File: src/rtl/uart_pkg.sv
// ---------------------------------------------------------------------------
// uart_pkg
// Shared definitions for the parametrised UART packetizer:
//   - uart_state_t : transmitter FSM states
//   - PAR_*        : parity mode encodings for the PARITY parameter
//   - LINE_IDLE    : level of the UART line when no frame is in flight
// ---------------------------------------------------------------------------
package uart_pkg;

    typedef enum logic [2:0] {
        ST_IDLE  = 3'd0,
        ST_START = 3'd1,
        ST_DATA  = 3'd2,
        ST_PAR   = 3'd3,
        ST_STOP  = 3'd4
    } uart_state_t;

    localparam int PAR_NONE = 0;
    localparam int PAR_EVEN = 1;
    localparam int PAR_ODD  = 2;

    localparam logic LINE_IDLE = 1'b1;

endpackage : uart_pkg

File: src/rtl/sync_fifo.sv
// ---------------------------------------------------------------------------
// sync_fifo
// Single-clock FIFO with registered occupancy and flags.
//   clk, rst_n : clock, asynchronous active-low reset
//   push, din  : write request and data (ignored while full)
//   pop, dout  : read request (ignored while empty) and head-of-queue data;
//                dout shows the head word combinationally so the consumer
//                can capture it on the same edge that pops it
//   full       : DEPTH entries held
//   empty      : no entries held
//   count      : current occupancy, 0..DEPTH
// DEPTH must be a power of two so the pointers wrap naturally.
// ---------------------------------------------------------------------------
module sync_fifo #(
    parameter int WIDTH = 8,
    parameter int DEPTH = 16
) (
    input  logic                   clk,
    input  logic                   rst_n,
    input  logic                   push,
    input  logic                   pop,
    input  logic [WIDTH-1:0]       din,
    output logic [WIDTH-1:0]       dout,
    output logic                   full,
    output logic                   empty,
    output logic [$clog2(DEPTH):0] count
);

    localparam int PTR_W = $clog2(DEPTH);
    localparam int CNT_W = PTR_W + 1;
    localparam logic [CNT_W-1:0] FULL_CNT = CNT_W'(DEPTH);

    logic [WIDTH-1:0] r_mem [DEPTH];
    logic [PTR_W-1:0] r_wr_ptr;
    logic [PTR_W-1:0] r_rd_ptr;
    logic [CNT_W-1:0] r_count;
    logic [CNT_W-1:0] w_count_next;
    logic             r_full;
    logic             r_empty;
    logic             w_do_push;
    logic             w_do_pop;

    // A write while full is dropped even if a pop happens in the same cycle.
    assign w_do_push = push & ~r_full;
    assign w_do_pop  = pop  & ~r_empty;

    always_comb begin
        w_count_next = r_count;
        case ({w_do_push, w_do_pop})
            2'b10:   w_count_next = r_count + CNT_W'(1);
            2'b01:   w_count_next = r_count - CNT_W'(1);
            default: w_count_next = r_count;
        endcase
    end

    always_ff @(posedge clk or negedge rst_n) begin
        if (!rst_n) begin
            r_wr_ptr <= '0;
            r_rd_ptr <= '0;
            r_count  <= '0;
            r_full   <= 1'b0;
            r_empty  <= 1'b1;
        end else begin
            if (w_do_push) r_wr_ptr <= r_wr_ptr + 1'b1;
            if (w_do_pop)  r_rd_ptr <= r_rd_ptr + 1'b1;
            r_count <= w_count_next;
            r_full  <= (w_count_next == FULL_CNT);
            r_empty <= (w_count_next == '0);
        end
    end

    // NOTE: storage is deliberately not reset; resetting the pointers and
    // count already discards the contents, and a reset-free array maps to RAM.
    always_ff @(posedge clk) begin
        if (w_do_push) r_mem[r_wr_ptr] <= din;
    end

    assign dout  = r_mem[r_rd_ptr];
    assign full  = r_full;
    assign empty = r_empty;
    assign count = r_count;

endmodule : sync_fifo

File: src/rtl/uart_packetizer_param.sv
// ---------------------------------------------------------------------------
// uart_packetizer_param
// Buffers parallel words in a FIFO and serialises them as UART frames
// (start, DATA_W bits LSB first, optional parity, STOP_BITS stop bits).
//   clk, rst_n  : clock, asynchronous active-low reset
//   data_in     : word to enqueue
//   data_valid  : data_in valid this cycle
//   wr_en       : write enable; push = data_valid & wr_en & !fifo_full
//   tx_ready    : downstream permits a new frame (looked at only when a
//                 frame could start)
//   serial_out  : UART line, idles high
//   fifo_full   : FIFO holds FIFO_DEPTH entries
//   fifo_empty  : FIFO holds no entries
//   fifo_count  : FIFO occupancy
//   tx_busy     : high from first start-bit cycle to last stop-bit cycle
//   overflow    : one-cycle pulse after a write was dropped because full
// All outputs are registered.
// ---------------------------------------------------------------------------
module uart_packetizer_param
    import uart_pkg::*;
#(
    parameter int DATA_W       = 8,
    parameter int FIFO_DEPTH   = 16,
    parameter int CLKS_PER_BIT = 434,
    parameter int PARITY       = 0,
    parameter int STOP_BITS    = 1
) (
    input  logic                        clk,
    input  logic                        rst_n,
    input  logic [DATA_W-1:0]           data_in,
    input  logic                        data_valid,
    input  logic                        wr_en,
    input  logic                        tx_ready,
    output logic                        serial_out,
    output logic                        fifo_full,
    output logic                        fifo_empty,
    output logic [$clog2(FIFO_DEPTH):0] fifo_count,
    output logic                        tx_busy,
    output logic                        overflow
);

    localparam int BAUD_W = $clog2(CLKS_PER_BIT);
    localparam int IDX_W  = $clog2(DATA_W);
    localparam logic [BAUD_W-1:0] BAUD_LOAD = BAUD_W'(CLKS_PER_BIT - 1);
    localparam logic [IDX_W-1:0]  IDX_LAST  = IDX_W'(DATA_W - 1);
    localparam logic              STOP_LAST = 1'(STOP_BITS - 1);
    localparam logic              ODD_INV   = (PARITY == PAR_ODD);
    localparam logic              HAS_PAR   = (PARITY != PAR_NONE);

    uart_state_t r_state;
    uart_state_t w_state_next;

    logic [BAUD_W-1:0] r_baud_cnt;
    logic [IDX_W-1:0]  r_bit_idx;
    logic              r_stop_cnt;
    logic [DATA_W-1:0] r_shift;
    logic [DATA_W-1:0] w_shift_next;
    logic              r_parity;
    logic              w_parity_next;
    logic              r_serial_out;
    logic              w_serial_next;
    logic              r_tx_busy;
    logic              w_busy_next;
    logic              r_overflow;

    logic [DATA_W-1:0]           w_fifo_dout;
    logic                        w_fifo_full;
    logic                        w_fifo_empty;
    logic [$clog2(FIFO_DEPTH):0] w_fifo_count;
    logic                        w_push;
    logic                        w_pop;
    logic                        w_launch;
    logic                        w_bit_done;
    logic                        w_frame_end;

    sync_fifo #(
        .WIDTH (DATA_W),
        .DEPTH (FIFO_DEPTH)
    ) u_fifo (
        .clk   (clk),
        .rst_n (rst_n),
        .push  (w_push),
        .pop   (w_pop),
        .din   (data_in),
        .dout  (w_fifo_dout),
        .full  (w_fifo_full),
        .empty (w_fifo_empty),
        .count (w_fifo_count)
    );

    assign w_push      = data_valid & wr_en & ~w_fifo_full;
    assign w_launch    = ~w_fifo_empty & tx_ready;
    assign w_bit_done  = (r_baud_cnt == '0);
    assign w_frame_end = (r_state == ST_STOP) & w_bit_done & (r_stop_cnt == STOP_LAST);
    // A frame starts from IDLE or straight out of the last stop-bit cycle.
    assign w_pop       = w_launch & ((r_state == ST_IDLE) | w_frame_end);

    // State register
    always_ff @(posedge clk or negedge rst_n) begin
        if (!rst_n) r_state <= ST_IDLE;
        else        r_state <= w_state_next;
    end

    // Next-state logic
    always_comb begin
        // NOTE: default first so every path assigns and no latch is inferred.
        w_state_next = r_state;
        case (r_state)
            ST_IDLE:  if (w_launch)   w_state_next = ST_START;
            ST_START: if (w_bit_done) w_state_next = ST_DATA;
            ST_DATA:  if (w_bit_done && (r_bit_idx == IDX_LAST))
                          w_state_next = HAS_PAR ? ST_PAR : ST_STOP;
            ST_PAR:   if (w_bit_done) w_state_next = ST_STOP;
            ST_STOP:  if (w_frame_end) w_state_next = w_launch ? ST_START : ST_IDLE;
            default:  w_state_next = ST_IDLE;
        endcase
    end

    // Output logic: values the registered outputs and shifter take on the
    // next edge, so the line level always matches the state being entered.
    always_comb begin
        w_shift_next  = r_shift;
        w_parity_next = r_parity;
        if (w_pop) begin
            w_shift_next  = w_fifo_dout;
            w_parity_next = (^w_fifo_dout) ^ ODD_INV;
        end else if ((r_state == ST_DATA) && w_bit_done) begin
            w_shift_next  = r_shift >> 1;
        end

        case (w_state_next)
            ST_START: w_serial_next = 1'b0;
            ST_DATA:  w_serial_next = w_shift_next[0];
            ST_PAR:   w_serial_next = w_parity_next;
            ST_STOP:  w_serial_next = 1'b1;
            default:  w_serial_next = LINE_IDLE;
        endcase

        w_busy_next = (w_state_next != ST_IDLE);
    end

    // Datapath and registered outputs
    always_ff @(posedge clk or negedge rst_n) begin
        if (!rst_n) begin
            r_baud_cnt   <= BAUD_LOAD;
            r_bit_idx    <= '0;
            r_stop_cnt   <= 1'b0;
            r_shift      <= '0;
            r_parity     <= 1'b0;
            r_serial_out <= LINE_IDLE;
            r_tx_busy    <= 1'b0;
            r_overflow   <= 1'b0;
        end else begin
            // The counter sits at its load value in IDLE so a launch gets a
            // full-length start bit.
            if ((r_state == ST_IDLE) || w_bit_done) r_baud_cnt <= BAUD_LOAD;
            else                                     r_baud_cnt <= r_baud_cnt - 1'b1;

            if ((r_state == ST_DATA) && w_bit_done)
                r_bit_idx <= (r_bit_idx == IDX_LAST) ? '0 : r_bit_idx + 1'b1;

            if ((r_state == ST_STOP) && w_bit_done)
                r_stop_cnt <= w_frame_end ? 1'b0 : 1'b1;

            r_shift      <= w_shift_next;
            r_parity     <= w_parity_next;
            r_serial_out <= w_serial_next;
            r_tx_busy    <= w_busy_next;
            r_overflow   <= data_valid & wr_en & w_fifo_full;
        end
    end

    assign serial_out = r_serial_out;
    assign tx_busy    = r_tx_busy;
    assign overflow   = r_overflow;
    assign fifo_full  = w_fifo_full;
    assign fifo_empty = w_fifo_empty;
    assign fifo_count = w_fifo_count;

endmodule : uart_packetizer_param

File: config.mk
export PLATFORM = sky130hd
export DESIGN_NAME = uart_packetizer_param
export DESIGN_NICKNAME = d
export VERILOG_FILES = /design/src/rtl/uart_pkg.sv /design/src/rtl/sync_fifo.sv /design/src/rtl/uart_packetizer_param.sv
export SDC_FILE = /design/constraint.sdc
export NUM_CORES = 1
export LEC_CHECK = 0
export ABC_AREA = 1
export BUFFER_PORTS_ARGS = -buffer_cell sky130_fd_sc_hd__buf_2
export CAP_MARGIN = 20
export CELL_PAD_IN_SITES_DETAIL_PLACEMENT = 1
export CELL_PAD_IN_SITES_GLOBAL_PLACEMENT = 1
export CORE_UTILIZATION = 30
export DETAILED_ROUTE_END_ITERATION = 6
export GPL_TIMING_DRIVEN = 0
export PLACE_DENSITY_LB_ADDON = 0.1
export SYNTH_ARGS = -nofsm -noshare
export SYNTH_HDL_FRONTEND = slang
export SYNTH_HIERARCHICAL = 1
export SYNTH_SLANG_ARGS = --single-unit
File: constraint.sdc
create_clock -name clk -period 5.8 [get_ports clk]
set_input_delay 0.58 -clock clk [delete_from_list [all_inputs] [get_ports clk]]
set_output_delay 0.58 -clock clk [all_outputs]
set_load 0.01 [all_outputs]
# Word level (Yosys, flattened, before mapping)
# Memory sizes are Yosys's and may differ from the RTL's.
# Index checks and enable logic that the tools add are counted.
[op_classes] n_reduce_logical=10 n_bitwise=13 mux=17 n_addsub=6 eq_ne=11
[ops] cell="3-bit two-way mux" count=6
[ops] cell="8-bit two-way mux" count=2
[ops] cell="3-bit case mux with 5 select lines" count=1
[ops] cell="3-bit by 2-bit equality test with 1-bit output (second input constant)" count=4
[ops] cell="5-bit case mux with 2 select lines" count=1
[ops] cell="1-bit AND" count=9
[ops] cell="9-bit logical NOT" count=1
[ops] cell="9-bit two-way mux" count=1
[ops] cell="9-bit by 1-bit subtractor with 9-bit output (second input constant)" count=1
[ops] cell="4-bit by 1-bit adder with 4-bit output (second input constant)" count=2
[ops] cell="8-bit parity" count=1
[ops] cell="3-bit by 1-bit equality test with 1-bit output (second input constant)" count=2
[ops] cell="3-bit equality test (second input constant)" count=2
[ops] cell="5-bit by 1-bit adder with 5-bit output (second input constant)" count=1
[ops] cell="5-bit equality test (second input constant)" count=1
[ops] cell="5-bit logical NOT" count=1
[ops] cell="1-bit two-way mux" count=5
[ops] cell="5-bit by 1-bit subtractor with 5-bit output (second input constant)" count=1
[ops] cell="3-bit by 1-bit adder with 3-bit output (second input constant)" count=1
[ops] cell="1-bit logical AND" count=3
[ops] cell="3-bit logical NOT" count=1
[ops] cell="1-bit NOT" count=3
[ops] cell="1-bit case mux with 3 select lines" count=1
[ops] cell="3-bit nonzero test" count=1
[ops] cell="5 further kinds" count=5
[word_totals] memories=1 in_bits=13 reg_bits=43 ram_bits=128
[mem_list] memory="u_fifo.r_mem" words=16 width=8 read_ports=1 rd_clocked_by_memory_dff=0 wr=1 line_no="sync_fifo.sv:33" text="logic [WIDTH-1:0] r_mem [DEPTH];"

# Depth between registers and ports, before layout
[depth] ltp_word=9 depth_mapped=25 mapped_depth_nobuf=24

# Modules after synthesis
# The synthesis kept the hierarchy.
[by_module_without_submodules] mod="sync_fifo" area_per_inst_um2=5993.2 seq_area_each_um2=4220.3 cells_each=498 n_inst=1
[by_module_without_submodules] mod="uart_packetizer_param" area_per_inst_um2=1646.6 seq_area_each_um2=708.2 cells_each=200 n_inst=1

# Worst setup path after synthesis
# OpenSTA, ideal clock, no wires.
[synth_path] path_kind="reg2reg" from="reg r_baud_cnt[1]" to="reg u_fifo.r_full, in the netlist u_fifo/full" arrival_ns=2.675 stages_incl_launch_ff=23 slack_ns=3.006 t_required_ns=5.681 path_buffers=1 path_cell_list="dfrtp_1 inv_1 ha_1 inv_1 nor2_1 nand2_2 nor2_8 nand3_4 nand2_4 buf_8 inv_1 nor2_1 ha_1 nor2_1 nor2_1 ha_1 clkinv_1 nand2_1 nand3_1 nand3_1 nand2_1 a21oi_1 nor2_1"
[synth_via] elab_chain_cells=9 word_cells_on_any_way=10
[synth_rtl] item="start, declared" line_no="uart_packetizer_param.sv:53" text="logic [BAUD_W-1:0] r_baud_cnt;"
[synth_rtl] item="start signal, assigned" line_no="uart_packetizer_param.sv:157" text="else r_baud_cnt <= r_baud_cnt - 1'b1;"
[synth_rtl] item="9-bit logical NOT *" line_no="uart_packetizer_param.sv:93" text="assign w_bit_done = (r_baud_cnt == '0);"
[synth_rtl] item="1-bit AND * (2 in a row)" line_no="uart_packetizer_param.sv:94" text="assign w_frame_end = (r_state == ST_STOP) & w_bit_done & (r_stop_cnt == STOP_LAST);"
[synth_rtl] item="1-bit bitwise OR *" line_no="uart_packetizer_param.sv:96" text="assign w_pop = w_launch & ((r_state == ST_IDLE) | w_frame_end);"
[synth_rtl] item="1-bit AND *" line_no="uart_packetizer_param.sv:96"
[synth_rtl] item="net w_pop" line_no="uart_packetizer_param.sv:71" text="logic w_pop;"
[synth_rtl] item="1-bit AND *" line_no="sync_fifo.sv:45" text="assign w_do_pop = pop & ~r_empty;"
[synth_rtl] item="2-bit by 1-bit equality test with 1-bit output or 2-bit equality test (tied branches)" line_no="sync_fifo.sv:49" text="case ({w_do_push, w_do_pop})"
[synth_rtl] item="5-bit case mux with 2 select lines *" line_no="sync_fifo.sv:49"
[synth_rtl] item="5-bit equality test *" line_no="sync_fifo.sv:67" text="r_full <= (w_count_next == FULL_CNT);"
[synth_rtl] item="end signal, assigned" line_no="sync_fifo.sv:67"
[synth_rtl] item="end, declared" line_no="sync_fifo.sv:38" text="logic r_full;"
# Mark *: on every way through the listed nets, which the timed path passes. The rest lies on a longest branch.
# A chain may end at the register's enable or synchronous reset.

# Worst setup path in the final report
[layout_path] from="reg r_baud_cnt[1]" to="reg u_fifo.r_empty, in the netlist u_fifo/empty"
[layout_via] elab_chain_cells=9 word_cells_on_any_way=10
[layout_rtl] item="9-bit logical NOT *" line_no="uart_packetizer_param.sv:93"
[layout_rtl] item="1-bit AND * (2 in a row)" line_no="uart_packetizer_param.sv:94"
[layout_rtl] item="1-bit bitwise OR *" line_no="uart_packetizer_param.sv:96"
[layout_rtl] item="1-bit AND *" line_no="uart_packetizer_param.sv:96"
[layout_rtl] item="net w_pop" line_no="uart_packetizer_param.sv:71"
[layout_rtl] item="1-bit AND *" line_no="sync_fifo.sv:45"
[layout_rtl] item="2-bit by 1-bit equality test with 1-bit output or 2-bit equality test (tied branches)" line_no="sync_fifo.sv:49"
[layout_rtl] item="5-bit case mux with 2 select lines *" line_no="sync_fifo.sv:49"
[layout_rtl] item="net u_fifo.w_count_next[4]" line_no="sync_fifo.sv:37" text="logic [CNT_W-1:0] w_count_next;"
[layout_rtl] item="5-bit logical NOT *" line_no="sync_fifo.sv:68" text="r_empty <= (w_count_next == '0);"
[layout_rtl] item="end signal, assigned" line_no="sync_fifo.sv:68"
[layout_rtl] item="end, declared" line_no="sync_fifo.sv:39" text="logic r_empty;"
# Marked as above.

==> reports/metrics.yaml <==
core_mm2: 0.0251
dieArea_mm2: 0.0261
final_common_cell: "edfxtp_1"
worstMarginPinSlew_ns: 0.898
fin_crit_ns: 3.51
rsz0062_at_grt: "no"
post_cts_buffers: 0
ys_ff_latch: 171
place_congestion: 0.789
layout.nets: 767
cts_buffers: 17
status: "finished, final reports clean"
clock_latency_ns: 0.43
synth_ff_type: "edfxtp_1"
gr-usage-met3: 0.0231
cts_buffer_depth: 2
relSlewSlack: 0.399
clock_skew_ns: 0.00888
finalWirelength_um: 20900
area_delta_synth_final_pct: 15.2
grt_busiest_layer: "met2"
yosysTopAreaCellShare: 0.503
critPathMaxFanout: 10
grt_use_total: 0.169
antenna_found_initial: 0
viasPerCell: 4.80
final_cells: 1084
final_cell_mix: "128 x edfxtp_1, 127 x nor2_1, 105 x nand2_1"
cp.arrival_ns: 3.86
initial_core_util: 0.304
path_class: "register to register"
netlist_instances: 698
clock_sinks: 171
cts_resized: 0
p_per_area_mw_per_mm2: 519
end_kind: "register"
r2r_slack_ns: 2.29
cts_root_buf: "clkbuf_16"
ys_types: 42
synth-edff-count: 128
yosysWarnings: 6
cts.reportedPaths.clkPinSlew_ns: 0.07
async_flop_share: 0.251
met1_usage: 0.222
drt_first_pass_iters: 4
n_antenna_cell: 0
cts_tree: "built"
port_buffers: 22
final_layout_size_suffix_gt1_frac: 0.143
maxCapViolCount: 0
grt_max_degree: 44
setup_violations: 0
drc_errors: 0
yosysSeqAreaShare: 0.645
start_kind: "register"
setup_tns_ns: 0
synth_top_cell_by_area: "edfxtp_1"
ioPinCount: 23
required_ns: 6.14
met2_usage: 0.288
hold_violations: 0
die_w_um: 162
row_count: 58
grt_pass1_vias: 5505
routedWlPerCell_um: 19.3
max_freq_mhz: 285
syn-num-nets: 724
netlist_area_mm2: 0.00764
die_h_um: 162
hold_path_class: "input pin to register"
htreeDepth: 4
dp_hpwl_um: 15000
avgSynthCellArea_um2: 10.9
drt_iter0_drc: 232
yosys-top-cells-area: "edfxtp_1 50%, dfrtp_1 12%, nor2_1 6.2%, nand2_1 5.2%, o21ai_0 3.1%"
fin_crit_sh: 0.606
vdd_drop_max_mv: 0.196
grt-ovfl-total: 0
grt_pass1_wl_um: 32200
place_inst: 1050
vias: 5206
p_leak_uw: 0.00339
ant_nets: 0
final_max_slew_viol_count: 0
hold_buffers: 0
==> synthesized netlist by cell type (7+ instances only) <==
cell	number
dfstp_2	7
nand2_1	105
a21oi_1	7
clkbuf_1	12
inv_1	43
nor2_1	127
ha_1	13
o21ai_1	36
edfxtp_1	128
nand3_1	18
o211ai_1	29
o21ai_0	48
dfrtp_1	36
xor2_1	13
==> worst paths after layout <==
path                                     from             to  cells after the start
worst min-delay path                    wr_en       overflow                      3
worst max register to register  r_baud_cnt[1]   u_fifo/empty                     23
worst min register to register  r_baud_cnt[0]  r_baud_cnt[0]                      1
min in group asynchronous               rst_n   r_bit_idx[2]                      2
worst max-delay path            r_baud_cnt[1]   u_fifo/empty                     23
max in group asynchronous               rst_n  r_baud_cnt[4]                      3
==> area by class of cell <==
type,count,area (um2)
multi-input cells,448,2350
well taps,330,413
plain buffers,27,165
clock buffers,18,429
inverters,52,200
fillers,2817,16300
clock inverters,14,178
repair buffers,24,140
flip-flops and latches,171,4930
==> registers in the layout, indices dropped and copies added, names as in the netlist <==
signal           flops
overflow             1
r_baud_cnt           9
r_bit_idx            3
r_parity             1
r_shift              8
r_state              3
r_stop_cnt           1
serial_out           1
tx_busy              1
u_fifo/count         5
u_fifo/empty         1
u_fifo/full          1
u_fifo/r_mem       128
u_fifo/r_rd_ptr      4
u_fifo/r_wr_ptr      4
==> worst max-delay path, cell delays in order, from the launching register on <==
cell      delay (ns)
dfrtp_1         0.38
inv_1           0.10
ha_1            0.15
inv_1           0.05
nor2_1          0.10
nand2_2         0.10
nor2_8          0.17
nand3_4         0.10
nand2_4         0.08
buf_8           0.14
inv_1           0.04
nor2_1          0.47
ha_1            0.40
nor2_1          0.08
nor2_1          0.16
ha_1            0.17
clkinv_1        0.05
nand2_1         0.09
nand3_1         0.13
nand3_1         0.09
nand2_1         0.08
nand2_1         0.07
nand2_1         0.07
nor2_1          0.16
==> metal layers <==
metal | routed length (um) | up-vias
met5 | 0 | -
met4 | 297 | 0
met3 | 817 | 17
met2 | 10400 | 80
met1 | 9400 | 2632
li1 | - | 2477
==> cells by family (layout without fill, tap and decap cells) <==
group	after synthesis	in the layout	synth area share
and+or+nand+nor	284	284	0.162
DFF	171	171	0.645
AOI/OAI and AO/OA	131	131	0.101
buffers and inverters	79	135	0.0478
xor gates and xnor gates	19	19	0.0218
adders and majority gates	13	13	0.0213
muxes	1	1	0.00147
==> per-stage QoR <==
step | util | hold WS (ns) | instance area, um2 | power, uW | setup WS (ns)
6_report | 0.350 | 0.395 | 8800 | 4570 | 2.29
5_1_grt | 0.350 | 0.399 | 8800 | 4880 | 1.92
4_1_cts | 0.349 | 0.362 | 8770 | 4640 | 2.27
3_5_place_dp | 0.325 | 0.452 | 8160 | 3480 | 2.30
3_3_place_gp | 0.325 | 0.451 | 8160 | 3410 | 2.41
2_1_floorplan | - | 0.284 | 7640 | 2840 | 3.01
==> power by group <==
part	internal (uW)	total (uW)	switching [uW]
Combinational	578	1800	1230
Clock	620	1150	534
Sequential	1490	1610	117
Note: power is estimated with default switching activity, not from simulation.
